===== src/rtl/pl_muldiv_pkg.sv =====
// Shared types, constants and sign helpers for the iterative multiply/divide unit.
package pl_muldiv_pkg;

  localparam int unsigned MD_DATA_W = 32;
  localparam int unsigned MD_ITER   = MD_DATA_W;

  typedef enum logic [2:0] {
    OP_MULT  = 3'd0,
    OP_MULTU = 3'd1,
    OP_DIV   = 3'd2,
    OP_DIVU  = 3'd3,
    OP_MTHI  = 3'd4,
    OP_MTLO  = 3'd5
  } muldiv_op_t;

  typedef enum logic [1:0] {
    IDLE = 2'd0,
    RUN  = 2'd1,
    FIX  = 2'd2
  } md_state_t;

  function automatic logic [MD_DATA_W-1:0] md_neg(input logic [MD_DATA_W-1:0] v);
    return (~v) + MD_DATA_W'(1);
  endfunction

  // Magnitude of a two's-complement value; the most negative value maps onto itself.
  function automatic logic [MD_DATA_W-1:0] md_abs(input logic [MD_DATA_W-1:0] v);
    return v[MD_DATA_W-1] ? md_neg(v) : v;
  endfunction

endpackage


===== src/rtl/pl_muldiv_unit.sv =====
// EX-stage iterative multiply/divide unit holding HI/LO: one shift-add or
// restoring shift-subtract step per cycle, then a sign-fix cycle.
module pl_muldiv_unit
  import pl_muldiv_pkg::*;
#(
  parameter int unsigned DATA_W = MD_DATA_W
) (
  input  logic              clk,
  input  logic              reset,
  input  logic              enable,
  input  logic              start,
  input  logic [2:0]        op,
  input  logic [DATA_W-1:0] rs_data,
  input  logic [DATA_W-1:0] rt_data,
  output logic              busy,
  output logic              done,
  output logic              div_by_zero,
  output logic [DATA_W-1:0] hi,
  output logic [DATA_W-1:0] lo
);

  localparam int unsigned ACC_W = 2 * DATA_W;
  localparam int unsigned SUM_W = DATA_W + 2;
  localparam int unsigned CNT_W = $clog2(DATA_W);

  md_state_t          state_q, state_d;
  logic [CNT_W-1:0]   cnt_q, cnt_d;
  logic [ACC_W-1:0]   acc_q, acc_d;
  logic [DATA_W-1:0]  b_q, b_d;
  logic [DATA_W-1:0]  rs_raw_q, rs_raw_d;
  logic               is_div_q, is_div_d;
  logic               neg_q, neg_d;
  logic               rem_neg_q, rem_neg_d;
  logic               zdiv_q, zdiv_d;
  logic [DATA_W-1:0]  hi_q, hi_d;
  logic [DATA_W-1:0]  lo_q, lo_d;
  logic               busy_q, busy_d;
  logic               done_q, done_d;
  logic               dz_q, dz_d;

  logic [DATA_W:0]    opa_c;
  logic [DATA_W:0]    addend_c;
  logic [SUM_W-1:0]   sum_c;
  logic [ACC_W-1:0]   prod_c;
  logic               op_signed_c;
  logic               op_div_c;

  // Shared 33-bit adder: add for multiply, subtract (with carry-out = no borrow) for divide.
  always_comb begin
    opa_c    = is_div_q ? acc_q[ACC_W-1:DATA_W-1] : {1'b0, acc_q[ACC_W-1:DATA_W]};
    addend_c = is_div_q ? ~{1'b0, b_q} : {1'b0, b_q};
    sum_c    = {1'b0, opa_c} + {1'b0, addend_c} + SUM_W'(is_div_q);
    prod_c   = neg_q ? ((~acc_q) + ACC_W'(1)) : acc_q;
  end

  always_comb begin
    state_d     = state_q;
    cnt_d       = cnt_q;
    acc_d       = acc_q;
    b_d         = b_q;
    rs_raw_d    = rs_raw_q;
    is_div_d    = is_div_q;
    neg_d       = neg_q;
    rem_neg_d   = rem_neg_q;
    zdiv_d      = zdiv_q;
    hi_d        = hi_q;
    lo_d        = lo_q;
    done_d      = 1'b0;
    dz_d        = 1'b0;
    op_signed_c = (op == OP_MULT) || (op == OP_DIV);
    op_div_c    = (op == OP_DIV) || (op == OP_DIVU);

    case (state_q)
      IDLE: begin
        if (enable && start) begin
          case (op)
            OP_MULT, OP_MULTU, OP_DIV, OP_DIVU: begin
              acc_d     = {{DATA_W{1'b0}}, (op_signed_c ? md_abs(rs_data) : rs_data)};
              b_d       = op_signed_c ? md_abs(rt_data) : rt_data;
              rs_raw_d  = rs_data;
              is_div_d  = op_div_c;
              neg_d     = op_signed_c && (rs_data[DATA_W-1] ^ rt_data[DATA_W-1]);
              rem_neg_d = (op == OP_DIV) && rs_data[DATA_W-1];
              zdiv_d    = op_div_c && (rt_data == '0);
              cnt_d     = '0;
              state_d   = RUN;
            end
            OP_MTHI: hi_d = rs_data;
            OP_MTLO: lo_d = rs_data;
            default: ;
          endcase
        end
      end
      RUN: begin
        if (is_div_q) begin
          acc_d = sum_c[SUM_W-1] ? {sum_c[DATA_W-1:0], acc_q[DATA_W-2:0], 1'b1}
                                 : {acc_q[ACC_W-2:0], 1'b0};
        end else begin
          acc_d = acc_q[0] ? {sum_c[DATA_W:0], acc_q[DATA_W-1:1]}
                           : {1'b0, acc_q[ACC_W-1:1]};
        end
        cnt_d = cnt_q + CNT_W'(1);
        if (cnt_q == CNT_W'(DATA_W - 1)) state_d = FIX;
      end
      FIX: begin
        if (!is_div_q) begin
          hi_d = prod_c[ACC_W-1:DATA_W];
          lo_d = prod_c[DATA_W-1:0];
        end else if (zdiv_q) begin
          hi_d = rs_raw_q;
          lo_d = '1;
        end else begin
          hi_d = rem_neg_q ? md_neg(acc_q[ACC_W-1:DATA_W]) : acc_q[ACC_W-1:DATA_W];
          lo_d = neg_q ? md_neg(acc_q[DATA_W-1:0]) : acc_q[DATA_W-1:0];
        end
        done_d  = 1'b1;
        dz_d    = is_div_q && zdiv_q;
        state_d = IDLE;
      end
      default: state_d = IDLE;
    endcase

    busy_d = (state_d != IDLE);
  end

  always_ff @(posedge clk) begin
    if (reset) begin
      state_q   <= IDLE;
      cnt_q     <= '0;
      acc_q     <= '0;
      b_q       <= '0;
      rs_raw_q  <= '0;
      is_div_q  <= 1'b0;
      neg_q     <= 1'b0;
      rem_neg_q <= 1'b0;
      zdiv_q    <= 1'b0;
      hi_q      <= '0;
      lo_q      <= '0;
      busy_q    <= 1'b0;
      done_q    <= 1'b0;
      dz_q      <= 1'b0;
    end else begin
      state_q   <= state_d;
      cnt_q     <= cnt_d;
      acc_q     <= acc_d;
      b_q       <= b_d;
      rs_raw_q  <= rs_raw_d;
      is_div_q  <= is_div_d;
      neg_q     <= neg_d;
      rem_neg_q <= rem_neg_d;
      zdiv_q    <= zdiv_d;
      hi_q      <= hi_d;
      lo_q      <= lo_d;
      busy_q    <= busy_d;
      done_q    <= done_d;
      dz_q      <= dz_d;
    end
  end

  assign busy        = busy_q;
  assign done        = done_q;
  assign div_by_zero = dz_q;
  assign hi          = hi_q;
  assign lo          = lo_q;

endmodule


===== config.mk =====
export PLATFORM = sky130hd
export DESIGN_NAME = pl_muldiv_unit
export DESIGN_NICKNAME = d
export VERILOG_FILES = /design/src/rtl/pl_muldiv_pkg.sv /design/src/rtl/pl_muldiv_unit.sv
export SDC_FILE = /design/constraint.sdc
export NUM_CORES = 1
export LEC_CHECK = 0
export ABC_AREA = 0
export CAP_MARGIN = 20
export CORE_ASPECT_RATIO = 1.75
export CORE_UTILIZATION = 55
export CTS_CLUSTER_SIZE = 24
export DETAILED_ROUTE_END_ITERATION = 16
export GPL_TIMING_DRIVEN = 0
export PLACE_DENSITY_LB_ADDON = 0.25
export SLEW_MARGIN = 20
export SYNTH_ARGS = -nofsm -noshare
export SYNTH_HDL_FRONTEND = slang
export SYNTH_SLANG_ARGS = --single-unit

===== constraint.sdc =====
create_clock -name clk -period 8.75 [get_ports clk]
set_input_delay 1.3125 -clock clk [delete_from_list [all_inputs] [get_ports clk]]
set_output_delay 1.3125 -clock clk [all_outputs]
set_load 0.03 [all_outputs]

==> run metrics, run 1 <==
number of synthesized flops with an enable pin=0; clock buffers created by TritonCTS=22; Die ar.=~0.029 mm^2; post-route clock skew=~0.014 ns; Worst-Skew Late Latency=0.54 ns; Mapped Nets=around 2200; worst-margin pin slew=~1.2 ns; clock input transition at the sequential cells of the worst setup and hold paths=about 0.070 ns; total count of hold-check failures in the final report=0; worst voltage drop across the vdd grid=0.1497 mV; share of the clock period used by the worst path=between 90% and 100%; Worst Setup Start Kind=flip-flop; Yosys top cell area share=26.76%; netlist area before placement=about 0.015 mm^2; Cell variety after synth=79; final instance area=around 0.018 mm^2; cell area power density=approximately 140 mW/mm^2; warnings from Yosys=0; instance area after placement=0.01715 mm^2; critical-path cell list=clkbuf_1 > clkbuf_1 > buf_1 > clkbuf_1 > clkbuf_1 > xor2_1 > ha_1 > nand3_1 > o32ai_1 > a21oi_1 > o21ai_1 > a22oi_1 > nand2_1 > clkbuf_1 > clkbuf_1 > o22ai_1 > a32o_1; total of buffers placed on input and output ports=between 100 and 150; path category of the worst min-delay check=flip-flop to flip-flop; routed wire length=70080 um; setup total negative slack=0 ns; Core Footprint=~0.027 mm^2; register area=0.004124 mm^2; initial antenna violation count=5; total number of vias=between 15000 and 20000; static power due to leakage=around 0.0064 uW; worst-case headroom to the max-slew limit=roughly 20%; startpoint-to-endpoint class of the critical path=flip-flop to flip-flop; simple-gate share of the synthesized area=20.31%; slowest cell on the critical path=sky130_fd_sc_hd__buf_1; share of flip-flops with an asynchronous set or reset=0%; number of hold buffers added after cts=0; depth of the CTS H-tree=1; worst hold slack across all endpoints=0.4489 ns; starting utilization of the core area=a little under three fifths; post-layout min period=8.719 ns; wire length of the first global-routing pass=about 100000 um; chip width=around 130 um; kind of end point of the critical path=flip-flop; placer congestion estimate=1.107; maximum number of pins on one net before global-route repair=15; count of final max-slew check failures=0; run status=complete, no violations; maximum cell stage delay along the critical path=0.92 ns; most frequently used flop master after synthesis=sky130_fd_sc_hd__dfxtp_1; first-pass detailed-route iteration total=7; Gate Count Post-Synth=2082; post-synthesis register bit count=206; achievable frequency=roughly 110 MHz; CP arrival=approximately 9.2 ns; main combinational cell family by area after synthesis=compound AO/OA/AOI/OAI gates; number of setup buffers added after CTS=0; maximum clock insertion buffer count=3; Sink Count=between 200 and 250; DPL Wire Length=around 53000 um; proportion of layout cells with a drive suffix above 1=under 10%; number of placement rows=80; biggest area consumer among synthesized cells=sky130_fd_sc_hd__dfxtp_1; count of final setup violators=0; CTS Root Buffer Type=sky130_fd_sc_hd__clkbuf_16; multiplexer share of the synthesized area=between 4 and 5%; TritonCTS clock tree=built; synthesized area divided by synthesized cell count=between 7 and 8 um^2; P&R area growth vs syn=16.68%; number of nets still failing antenna checks after routing=0; DRC violation count after routing=0; xor/xnor share of the synthesized area=between 10% and 20%; max-cap check violation count=0; post-layout utilization of the core=65.57%; final net count=2343; setup repair after global routing missed its margin=no; cell mode on critical path=sky130_fd_sc_hd__clkbuf_1; via/cell ratio=just under 7; number of global-route vias before repair=17520; detailed-route wire length per cell=about 27 um; sequential-to-total area share from yosys stat=between 20% and 30%; Resized Gates After CTS=0; drt first-iter violations=roughly 1600; Chip Height=223.4 um; area of the multi-input gates=0.01041 mm^2; fill cell instance count of the final layout=approximately 2500; Worst EP required=a little over 9 ns; Boundary Pins=138; global-route congestion overflow total=0; post-synthesis share of cell area spent on full adders, half adders and majority gates=roughly 3.1%; compound-cell area share of the yosys netlist=slightly below 30%; all-layer global routing usage=about half; leading post-synthesis cells by cell area=sky130_fd_sc_hd__dfxtp_1 27%, sky130_fd_sc_hd__nand2_1 7.0%, sky130_fd_sc_hd__a21oi_1 6.8%, sky130_fd_sc_hd__xor2_1 5.8%, sky130_fd_sc_hd__xnor2_1 4.9%; largest fanout on the critical path=10
==> kinds of logic after synthesis <==
kind of cell / count (synthesis)
AO/OA/AOI/OAI: 679
XOR/XNOR: 189
adder cells (fa/ha/maj): 38
buffers and inverters: 231
flip-flops: 206
multiplexers: 63
AND/OR/NAND/NOR: 676
==> path summary, 6_finish.rpt <==
path	startpoint	endpoint	slack, ns	depth (start not counted)
setup reg to reg	is_div_q$_SDFFE_PP0P_	acc_q[61]$_SDFFE_PP0P_	0.03	17
setup / recovery	is_div_q$_SDFFE_PP0P_	acc_q[61]$_SDFFE_PP0P_	0.03	17
hold / removal	lo[14]$_SDFFE_PP0P_	lo[14]$_SDFFE_PP0P_	0.45	2
hold reg to reg	lo[14]$_SDFFE_PP0P_	lo[14]$_SDFFE_PP0P_	0.45	2
==> where the power goes <==
part	switching [uW]	total (uW)	internal, uW
Combinational	342	509	167
Clock	434	1060	630
Sequential	28.6	996	967
Total	804	2570	1760
==> critical path, delay by kind of cell, from the launching register on <==
kind / cells / cell delay (ns)
AOI/OAI and AO/OA: 6 / 2.23
xor gates and xnor gates: 1 / 0.29
adders and majority gates: 1 / 0.37
buffers and inverters: 7 / 5.11
DFF: 1 / 0.33
and+or+nand+nor: 2 / 0.24
==> per-layer routing <==
metal	vias to the layer above	share of wire, %	track usage [%]
li1	7891	-	-
met5	-	0	0
met4	0	13	55.83
met2	1278	48	82.21
met1	8069	30	43.38
met3	520	9.1	14.41
==> flip-flops by register name, indices dropped and copies added, names as in the netlist <==
register	cells
rem_neg_q	1
lo	32
cnt_q	5
state_q	2
neg_q	1
zdiv_q	1
is_div_q	1
hi	32
acc_q	64
rs_raw_q	32
busy	1
b_q	32
div_by_zero	1
done	1
==> cells in the final DEF, fill, tap and decap left out, types with 11 or more instances in the layout <==
cell type                         count
sky130_fd_sc_hd__a22o_1              15
sky130_fd_sc_hd__and2_1              13
sky130_fd_sc_hd__or3_1               30
sky130_fd_sc_hd__buf_1               14
sky130_fd_sc_hd__o21ai_0            135
sky130_fd_sc_hd__clkbuf_16           23
sky130_fd_sc_hd__o221ai_1            36
sky130_fd_sc_hd__xnor2_1             87
sky130_fd_sc_hd__or4_1               12
sky130_fd_sc_hd__nor3_1              53
sky130_fd_sc_hd__nand4_1             16
sky130_fd_sc_hd__clkdlybuf4s50_1    126
sky130_fd_sc_hd__o31ai_1             37
sky130_fd_sc_hd__dfxtp_1            206
sky130_fd_sc_hd__a31oi_1             16
sky130_fd_sc_hd__inv_1               29
sky130_fd_sc_hd__a32o_1              18
sky130_fd_sc_hd__mux2i_1             34
sky130_fd_sc_hd__o211ai_1            37
sky130_fd_sc_hd__and3_1              18
sky130_fd_sc_hd__nand2_1            287
sky130_fd_sc_hd__a21o_1              14
sky130_fd_sc_hd__a211oi_1            47
sky130_fd_sc_hd__o22ai_1             11
sky130_fd_sc_hd__mux2_2              29
sky130_fd_sc_hd__clkbuf_1           177
sky130_fd_sc_hd__a311oi_1            12
sky130_fd_sc_hd__nand3_1             27
sky130_fd_sc_hd__nor2_1             149
sky130_fd_sc_hd__ha_1                37
sky130_fd_sc_hd__nor4_1              18
sky130_fd_sc_hd__xor2_1             102
sky130_fd_sc_hd__a21oi_1            209
==> metrics by stage <==
step	worst slack, ns	total power (uW)	instances
floorplan	3.923	1306	2082
global placement	0.5369	1487	2577
detailed placement	0.5101	1496	2578
CTS	0.5175	2528	2618
global route	0.2604	2619	2620
finish	0.03098	2568	2623
==> layout make-up <==
class                      instances  share of cell area [%]
antenna                            4                 0.05566
buffer                           201                   4.390
clock buffer                      33                   3.799
clock inverter                     7                  0.6749
inverter                          30                  0.6262
multi-input combinational       1645                   57.87
sequential                       206                   22.93
tap                              369                   2.567
timing repair buffer             128                   7.083
==> synthesized netlist by cell type (all sizes together) (11+ instances only) <==
cell type and number:
o211ai 37, or3 30, xnor2 87, a21oi 210
dfxtp 206, a211oi 47, nand3 27, nor2 149
clkbuf 182, mux2 29, xor2 102, a31oi 16
a22o 15, nand4 16, and2 14, a32o 18
a21o 14, and3 18, a311oi 12, o31ai 39
nand2 287, buf 19, ha 37, nor4 19
nor3 53, inv 29, or4 15, o21ai 140
mux2i 34, o22ai 11, o221ai 36
No activity file was read; power rests on OpenSTA's default activity.
==> inputs of run 2 (changes only) <==
--- a/config.mk
+++ b/config.mk
@@ -9,10 +9,12 @@
 export CAP_MARGIN = 20
 export CORE_ASPECT_RATIO = 1.75
 export CORE_UTILIZATION = 55
+export CTS_BUF_LIST = sky130_fd_sc_hd__clkbuf_8
+export CTS_CLUSTER_DIAMETER = 80
 export CTS_CLUSTER_SIZE = 24
 export DETAILED_ROUTE_END_ITERATION = 16
 export GPL_TIMING_DRIVEN = 0
-export PLACE_DENSITY_LB_ADDON = 0.25
+export PLACE_DENSITY = 0.74
 export SLEW_MARGIN = 20
 export SYNTH_ARGS = -nofsm -noshare
 export SYNTH_HDL_FRONTEND = slang
==> run 2 against run 1 <==
- the run now ends with setup timing left
- critical endpoint unchanged
- clock-buffer cell count is 19 lower
- core utilization is 2.0 points lower
- final cell count is 0.84% lower
- critical path type unchanged
- global-route usage is 0.27 points higher
- sequential power hardly changed
- total power is 21% lower
- clock skew is 0.016 ns higher
==> run metrics, run 2 (synthesis gave the netlist of run 1 again) <==
depth of the CTS H-tree=1; worst-case headroom to the max-slew limit=about a fifth; largest fanout on the critical path=10; number of placement rows=80; chip width=~130 um; worst voltage drop across the vdd grid=~0.15 mV; fill cell instance count of the final layout=approximately 2600; Sink Count=between 200 and 250; max-cap check violation count=0; static power due to leakage=between 0.006 and 0.007 uW; post-layout min period=slightly below 9 ns; maximum cell stage delay along the critical path=between 0.8 and 0.9 ns; area of the multi-input gates=between 0.01 and 0.015 mm^2; proportion of layout cells with a drive suffix above 1=between 3 and 4%; Worst EP required=9.22 ns; via/cell ratio=between 6 and 7; number of hold buffers added after cts=0; DPL Wire Length=about 54000 um; sum of buffers and inverters on the critical path=7; violations in the final reports=setup timing; detailed-route wire length per cell=roughly 27 um; clock buffers created by TritonCTS=13; startpoint-to-endpoint class of the critical path=flip-flop to flip-flop; setup total negative slack=-0.06841 ns; Worst-Skew Late Latency=approximately 0.59 ns; register area=between 0.004 and 0.005 mm^2; instance area after placement=0.01715 mm^2; number of nets still failing antenna checks after routing=0; achievable frequency=around 110 MHz; Worst Setup Start Kind=flip-flop; drt first-iter violations=between 1500 and 2000; worst-margin pin slew=1.215 ns; post-route clock skew=approximately 0.03 ns; post-layout utilization of the core=a little under two thirds; total number of vias=about 18000; top register by number of flip-flops=acc_q; kind of cell adding the most delay to the critical path=buffers and inverters; top library cells by usage in the layout, fill and taps aside=287 x sky130_fd_sc_hd__nand2_1, 210 x sky130_fd_sc_hd__a21oi_1, 206 x sky130_fd_sc_hd__dfxtp_1, 174 x sky130_fd_sc_hd__clkbuf_1, 149 x sky130_fd_sc_hd__nor2_1; routed wire length=~70000 um; critical-path cell list=clkbuf_1 > clkbuf_1 > clkbuf_2 > clkbuf_1 > clkbuf_1 > o21ai_0 > ha_1 > nand3_1 > o32ai_1 > a21oi_1 > o21ai_1 > a22oi_1 > nand2_1 > clkbuf_1 > clkdlybuf4s15_1 > o22ai_1 > a32o_1; slowest cell on the critical path=sky130_fd_sc_hd__clkdlybuf4s15_1; global-route congestion overflow total=0; kind of end point of the critical path=flip-flop; number of setup buffers added after CTS=0; final setup margin=-0.04381 ns; wire length of the first global-routing pass=103900 um; P&R area growth vs syn=13.05%; count of final max-slew check failures=0; all-layer global routing usage=approximately half; path category of the worst min-delay check=flip-flop to flip-flop; final net count=between 2000 and 2500; DRC violation count after routing=0; CTS Root Buffer Type=sky130_fd_sc_hd__clkbuf_8; max FFs per register=64; clock input transition at the sequential cells of the worst setup and hold paths=0.15 ns; most common cell after layout, fill and taps aside=sky130_fd_sc_hd__nand2_1; setup repair after global routing missed its margin=no; worst hold slack across all endpoints=around 0.46 ns; total of buffers placed on input and output ports=126; final instance area=approximately 0.017 mm^2; number of global-route vias before repair=~18000; starting utilization of the core area=56.20%; Boundary Pins=138; TritonCTS clock tree=built; first-pass detailed-route iteration total=6; count of final setup violators=2; Chip Height=roughly 220 um; placer congestion estimate=1.084; Die ar.=0.02872 mm^2; run status=finished with violations; maximum clock insertion buffer count=3; total count of hold-check failures in the final report=0; Core Footprint=between 0.02 and 0.03 mm^2; maximum number of pins on one net before global-route repair=25; cell area power density=about 120 mW/mm^2; share of the clock period used by the worst path=100.5%; CP arrival=9.26 ns; worst slack at placement=roughly 0.52 ns; cell mode on critical path=sky130_fd_sc_hd__clkbuf_1; initial antenna violation count=6
run 2: cell count changes in the layout (fill, tap and decap cells not counted), moves of 2 or more:
cell	delta
sky130_fd_sc_hd__bufinv_16	-3
sky130_fd_sc_hd__clkinv_8	+2
sky130_fd_sc_hd__buf_1	-2
sky130_fd_sc_hd__clkinv_4	-3
sky130_fd_sc_hd__clkbuf_8	+7
sky130_fd_sc_hd__clkbuf_1	-3
sky130_fd_sc_hd__clkbuf_16	-23
run 2: tightest hold or removal path, delay by kind of cell, from the launching register on:
| family | cells | cell delay (ns) |
|---|---|---|
| compound gates | 1 | 0.05 |
| simple gates | 1 | 0.05 |
| flops | 1 | 0.34 |
run 2: power by group:
part           internal (uW)  switching, uW  total, uW
Combinational            167            340        508
Sequential               968           28.3        996
Clock                    158            368        526
run 2: layer usage:
metal / vias to the layer above / share of wire, % / routed length, um / track usage (%)
li1: 7840 / - / - / -
met1: 8094 / 30 / 20920 / 42.90
met2: 1187 / 48 / 33350 / 81.60
met3: 528 / 9.3 / 6556 / 16.62
met4: 2 / 13 / 9341 / 56.85
met5: - / 0.019 / 13 / 0
run 2: what timing repair did:
action	CTS	global route
endpoints found under the setup margin	0	10
endpoints found under the hold margin	0	0
gates resized for setup	0	4
run 2: final timing paths:
check	end	slack (ns)	start	depth (start not counted)
setup / recovery	acc_q[61]$_SDFFE_PP0P_	-0.04	is_div_q$_SDFFE_PP0P_	17
hold reg to reg	lo[17]$_SDFFE_PP0P_	0.46	lo[17]$_SDFFE_PP0P_	2
setup reg to reg	acc_q[61]$_SDFFE_PP0P_	-0.04	is_div_q$_SDFFE_PP0P_	17
hold / removal	lo[17]$_SDFFE_PP0P_	0.46	lo[17]$_SDFFE_PP0P_	2
run 2: area by class of cell:
| type | instances | share of cell area [%] |
|---|---|---|
| multi-input cells | 1645 | 59.70 |
| flip-flops and latches | 206 | 23.67 |
| repair buffers | 128 | 7.332 |
| plain buffers | 201 | 4.574 |
| well taps | 369 | 2.650 |
| clock buffers | 14 | 1.106 |
| inverters | 30 | 0.6463 |
| clock inverters | 4 | 0.2657 |
| diodes | 4 | 0.05745 |
run 2: per-stage QoR:
| step | std cells | total power (uW) |
|---|---|---|
| 5_1_grt | 2598 | 2074 |
| 4_1_cts | 2596 | 1991 |
| 2_1_floorplan | 2082 | 1306 |
| 3_3_place_gp | 2577 | 1488 |
| 3_5_place_dp | 2578 | 1498 |
| 6_report | 2601 | 2029 |
==> inputs of run 3 (changes only) <==
==> constraint.sdc (replaced) <==
create_clock -name clk -period 8.75 [get_ports clk]
set_input_delay 1.3125 -clock clk [delete_from_list [all_inputs] [get_ports clk]]
set_output_delay 1.3125 -clock clk [all_outputs]
set_load 0.05 [all_outputs]
==> results of run 3 <==
The final DEF is identical to that of run 2. Status: finished with violations: setup timing.
Main changes from that run: total power 2029 uW -> 2036 uW
